**config.mk**
```make
export PLATFORM = sky130hd
export DESIGN_NAME = fetch_boot_ctrl
export DESIGN_NICKNAME = d
export VERILOG_FILES = /design/src/rtl/fetch_boot_ctrl_pkg.sv /design/src/rtl/fetch_boot_ctrl_load_addr_counter.sv /design/src/rtl/fetch_boot_ctrl.sv
export SDC_FILE = /design/constraint.sdc
export NUM_CORES = 1
export LEC_CHECK = 0
export CAP_MARGIN = 15
export CORE_ASPECT_RATIO = 1.5
export CORE_MARGIN = 4
export CORE_UTILIZATION = 41
export DETAILED_ROUTE_END_ITERATION = 16
export GPL_TIMING_DRIVEN = 1
export PLACE_DENSITY = 0.92
export SETUP_SLACK_MARGIN = 0.15
export SYNTH_ARGS = -nofsm -noshare
export SYNTH_HDL_FRONTEND = slang
export SYNTH_SLANG_ARGS = --single-unit
```
**constraint.sdc**
```tcl
create_clock -name clk -period 4.5 [get_ports clk]
set_clock_uncertainty 0.1 [all_clocks]
set_input_delay 0.675 -clock clk [delete_from_list [all_inputs] [get_ports clk]]
set_output_delay 0.675 -clock clk [all_outputs]
set_load 0.02 [all_outputs]
```
**src/rtl/fetch_boot_ctrl_pkg.sv**
```systemverilog
// fetch_ctrl_pkg: shared state encoding and defaults for the fetch boot controller
package fetch_ctrl_pkg;
  localparam int STATE_W = 3;
  typedef enum logic [STATE_W-1:0] {
    IDLE    = 3'd0,
    LOAD    = 3'd1,
    RELEASE = 3'd2,
    RUN     = 3'd3,
    HALT    = 3'd4
  } state_e;
  localparam logic [15:0] HALT_INSTR_DEF = 16'h0000;
endpackage

```
**src/rtl/fetch_boot_ctrl_load_addr_counter.sv**
```systemverilog
// load_addr_counter: IM write pointer and load word count with clear, increment and terminal flag
module load_addr_counter #(
  parameter int ADDR_W = 10
) (
  input  logic              clk,
  input  logic              reset,
  input  logic              clr,
  input  logic              inc,
  output logic [ADDR_W-1:0] wr_ptr,
  output logic [ADDR_W:0]   count,
  output logic              term
);
  logic [ADDR_W-1:0] wr_ptr_q, wr_ptr_d;
  logic [ADDR_W:0]   count_q, count_d;
  assign term   = &wr_ptr_q;
  assign wr_ptr = wr_ptr_q;
  assign count  = count_q;
  always_comb begin
    wr_ptr_d = clr ? '0 : (inc && !term) ? wr_ptr_q + 1'b1 : wr_ptr_q;
    count_d  = clr ? '0 : inc ? count_q + 1'b1 : count_q;
  end
  always_ff @(posedge clk) begin
    if (reset) begin
      wr_ptr_q <= '0;
      count_q  <= '0;
    end else begin
      wr_ptr_q <= wr_ptr_d;
      count_q  <= count_d;
    end
  end
endmodule

```
**src/rtl/fetch_boot_ctrl.sv**
```systemverilog
// fetch_boot_ctrl: sequences program load, PC release, run and halt of the fetch datapath
module fetch_boot_ctrl
  import fetch_ctrl_pkg::*;
#(
  parameter int                ADDR_W     = 10,
  parameter int                DATA_W     = 16,
  parameter logic [DATA_W-1:0] HALT_INSTR = HALT_INSTR_DEF,
  parameter int                FETCH_LAT  = 1
) (
  input  logic               clk,
  input  logic               reset,
  input  logic               load_start,
  input  logic               run_start,
  input  logic               load_valid,
  output logic               load_ready,
  input  logic [DATA_W-1:0]  load_data,
  input  logic               load_last,
  input  logic [ADDR_W-1:0]  pc_address,
  input  logic [DATA_W-1:0]  instr_word,
  input  logic               ext_stall,
  output logic               im_en_write,
  output logic [ADDR_W-1:0]  im_address,
  output logic [DATA_W-1:0]  im_data_in,
  output logic               pc_reset,
  output logic               pc_stall,
  output logic               halted,
  output logic               load_overflow,
  output logic [ADDR_W:0]    load_count,
  output logic [STATE_W-1:0] state
);
  localparam int ARM_W = $clog2(FETCH_LAT + 2);
  state_e            state_q, state_d;
  logic [ARM_W-1:0]  arm_q, arm_d;
  logic              ovf_q, ovf_d;
  logic              accept, halt_hit, start_load, term;
  logic [ADDR_W-1:0] wr_ptr;
  assign load_ready  = (state_q == LOAD) & ~reset;
  assign accept      = load_valid & load_ready;
  assign start_load  = load_start & ((state_q == IDLE) | (state_q == HALT));
  assign halt_hit    = (state_q == RUN) && (arm_q == '0) && !ext_stall && (instr_word == HALT_INSTR);
  assign im_en_write = accept;
  assign im_address  = (state_q == LOAD) ? wr_ptr : pc_address;
  assign im_data_in  = load_data;
  assign pc_reset    = !((state_q == RUN) || (state_q == HALT));
  assign pc_stall    = (state_q == RUN) ? (ext_stall | halt_hit) : 1'b1;
  assign halted      = state_q == HALT;
  assign load_overflow = ovf_q;
  assign state       = state_q;
  load_addr_counter #(.ADDR_W(ADDR_W)) u_cnt (
    .clk    (clk),
    .reset  (reset),
    .clr    (start_load),
    .inc    (accept),
    .wr_ptr (wr_ptr),
    .count  (load_count),
    .term   (term)
  );
  always_comb begin
    state_d = state_q;
    arm_d   = arm_q;
    ovf_d   = ovf_q;
    unique case (state_q)
      IDLE, HALT: begin
        state_d = load_start ? LOAD : run_start ? RELEASE : state_q;
        ovf_d   = load_start ? 1'b0 : ovf_q;
      end
      LOAD: begin
        state_d = (accept && (load_last || term)) ? RELEASE : LOAD;
        ovf_d   = ovf_q | (accept & term & ~load_last);
      end
      RELEASE: begin
        state_d = RUN;
        arm_d   = ARM_W'(FETCH_LAT);
      end
      RUN: begin
        state_d = halt_hit ? HALT : RUN;
        arm_d   = (!ext_stall && arm_q != '0) ? arm_q - 1'b1 : arm_q;
      end
      default: state_d = IDLE;
    endcase
  end
  always_ff @(posedge clk) begin
    if (reset) begin
      state_q <= IDLE;
      arm_q   <= '0;
      ovf_q   <= 1'b0;
    end else begin
      state_q <= state_d;
      arm_q   <= arm_d;
      ovf_q   <= ovf_d;
    end
  end
endmodule
```
==> results.toml <==
[status]
outcome = "finished clean"

[grt]
grt_max_degree = 18
grt_first_pass_wirelength_mm = 6.85
grt_usage_pct = 16.3
antenna_found_initial = 0
grt_pass1_vias = 1594
grt_overflow_total = 0

[clock_tree]
numClockSinks = 27
cts_setup_buffers = 0
clock-root-buffer = "clkbuf_8"
cts.clk_slew.worst_paths_ns = 0.09
clk_latency_ns = 0.27
cts_hold_buffers = 0
cts.path.max_buffers = 2
h-tree-depth = 1
post_cts_resize_count = 0
numCtsBuffers = 3
cts_tree = "built"

[timing]
tightest_slew_ns = 0.521
fin_tns_setup_ns = 0
hold_viol = 0
max_freq_ghz = 0.281
slew-limit-headroom_pct = 65.2
rsz0062_at_grt = "no"
fin_ws_ns = 0.936
period_minus_slack_ns = 3.56
setup-violations-final = 0
drv_slew = 0
fin_crit_sh_pct = 79.2

[die]
die_x_um = 59.9
die_area_um2 = 5150
core_um2 = 3920
initial_core_util_pct = 42.3
io_pins = 95
rows = 28
dieHeight_um = 85.9

[worst_setup_path]
rr_worst_depth = 4
cp_max_fo = 3
crit_arrival_ns = 2.79
start_kind = "primary input"
r2r_start = "state[0]$_SDFFE_PP0P_"
critPathRequiredTime_ns = 3.72
cp-end-kind = "primary output"
path_class = "in2out"
rrSetupSlack_ns = 1.94
timing.rr.end = "u_cnt.wr_ptr[9]$_SDFFE_PP0P_"

[layout]
area_growth_pct = 34.4
final_cells = 308
diodes = 0
multi_input_area_um2 = 945
drive_above_1_share_pct = 3.04
fillerInstances = 370
seqCellArea_um2 = 541
final_cell_mix = "clkdlybuf4s50_1 (62), nand2_1 (44), dfxtp_1 (27), a21oi_1 (14), nor2_1 (13)"
final_common_cell = "clkdlybuf4s50_1"
fin_nets = 316

[synth]
yosysTopAreaCell = "dfxtp_1"
synth_flop_cell = "dfxtp_1"
synthArstFlopShare_pct = 0
syn_area_um2 = 1660
ys_warn_count = 0
synth_seq_cells = 27
synth_edf_count = 0
synth_top_area_share_pct = 32.6
postSynthAreaPerCell_um2 = 7.51
ys_types = 41
yosysSeqAreaShare_pct = 32.6
syn_inst = 221
postSynthNetCount = 273
synth.area.top_cells = "dfxtp_1 (33%), nand2_1 (10%), buf_4 (7.7%)"

[place]
placed_cells_incl_taps = 304
pre_cts_ws_ns = 0.930
gp_congestion = 0.795
dp_hpwl_mm = 3.30
port_buffers = 62

[power_and_ir_drop]
power.share.clock_pct = 26.7
switching_share_pct = 29.0
p_switching_w = 0.000154
combPwrFrac_pct = 26.1
p_int_w = 0.000377
irDropWorstVdd_uv = 194
leakagePower_nw = 0.785
power_density_nw_per_um2 = 238
seq_power_share_pct = 47.3

[routing]
wl_per_cell_um = 13.8
avgViaCountPerCell = 5.56
vias = 1714
drcViolationCount = 0
drt_iter0_markers = 84
routed_wl_mm = 4.24
drt_first_pass_iters = 5
drtAntennaViolNets = 0

[min_path]
whs_path_depth = 2
holdPathEnd = "load_overflow$_SDFFE_PP0P_"
min_path_type = "reg2reg"
worstHoldStart = "load_overflow$_SDFFE_PP0P_"

[flow_run]
maxCapViolCount = 0
## power groups by stage
stage,Clock [W],Sequential [W],Combinational [W]
6_report,0.000141,0.000251,0.000138
3_3_place_gp,0,0.000256,0.000138
2_1_floorplan,0,0.000256,0.0000910
4_1_cts,0.000139,0.000251,0.000140
3_5_place_dp,0,0.000256,0.000139
5_1_grt,0.000147,0.000252,0.000151
## cells by family after synthesis
kind of cell               synth area share (%)
AOI/OAI and AO/OA                          16.2
xor gates and xnor gates                   2.64
buffers and inverters                      10.5
and+or+nand+nor                            35.2
muxes                                     0.603
DFF                                        32.6
adders and majority gates                  2.26
## cell usage after synthesis (2+ instances only)
cell type  number
nand2_1        44
dfxtp_1        27
xor2_1          3
nand3_1         9
o21a_1          2
and3_1          4
a21oi_1        14
nor3b_1         2
xnor2_1         2
or3_1           6
clkbuf_1        7
nor4_1          2
nand2b_1        2
and4_1          2
a31oi_1         3
inv_1           4
and2_1          4
or4_1           8
buf_4          17
nor2_1         13
nand4_1         5
o31ai_1         8
ha_1            3
nor2b_1         4
nor3_1          3
o21ai_0         8
## layer usage
layer  global-route usage, %  up-vias  wire length [um]
li1                        -      856                 -
met1                    18.8      794              1660
met2                    29.6       56              2250
met3                    2.11        8               259
met4                    5.44        0                70
met5                       0        -                 0
## worst max-delay path by stage
stage	start	end	slack [ns]	cells after the start
3_3_place_gp	instr_word[6]	pc_stall	0.99	6
4_1_cts	instr_word[6]	pc_stall	0.93	6
6_report	instr_word[6]	pc_stall	0.94	6
2_1_floorplan	instr_word[6]	pc_stall	1.93	4
3_5_place_dp	instr_word[6]	pc_stall	0.93	6
5_1_grt	instr_word[6]	pc_stall	0.89	6
## sequential cells by signal, summed over array words and instances, names as in the netlist
name	cells
arm_q	2
load_overflow	1
state	3
u_cnt.count	11
u_cnt.wr_ptr	10
## metrics by stage
| step | utilization, % | power, W | instance area, um2 | hold slack, ns |
|---|---|---|---|---|
| global route | 56.8 | 0.000550 | 2230 | 0.408 |
| global placement | 55.7 | 0.000394 | 2180 | 0.361 |
| detailed placement | 55.7 | 0.000395 | 2180 | 0.363 |
| CTS | 56.8 | 0.000530 | 2230 | 0.376 |
| finish | 56.8 | 0.000531 | 2230 | 0.383 |
| floorplan | - | 0.000347 | 1660 | 0.349 |
## critical path, stage by stage
cell and delay [ns]:
clkdlybuf4s50_1 0.39, or4_1 0.51, nor4_1 0.42, nand2_1 0.10, nand2_1 0.08, clkdlybuf4s50_1 0.60
## area by class of cell
type	instances	share of cell area [%]
timing repair buffer	63	28.2
sequential	27	24.2
inverter	4	0.673
tap	45	2.53
clock buffer	4	2.02
multi-input combinational	165	42.4
Power figures use the tool's default switching activity.
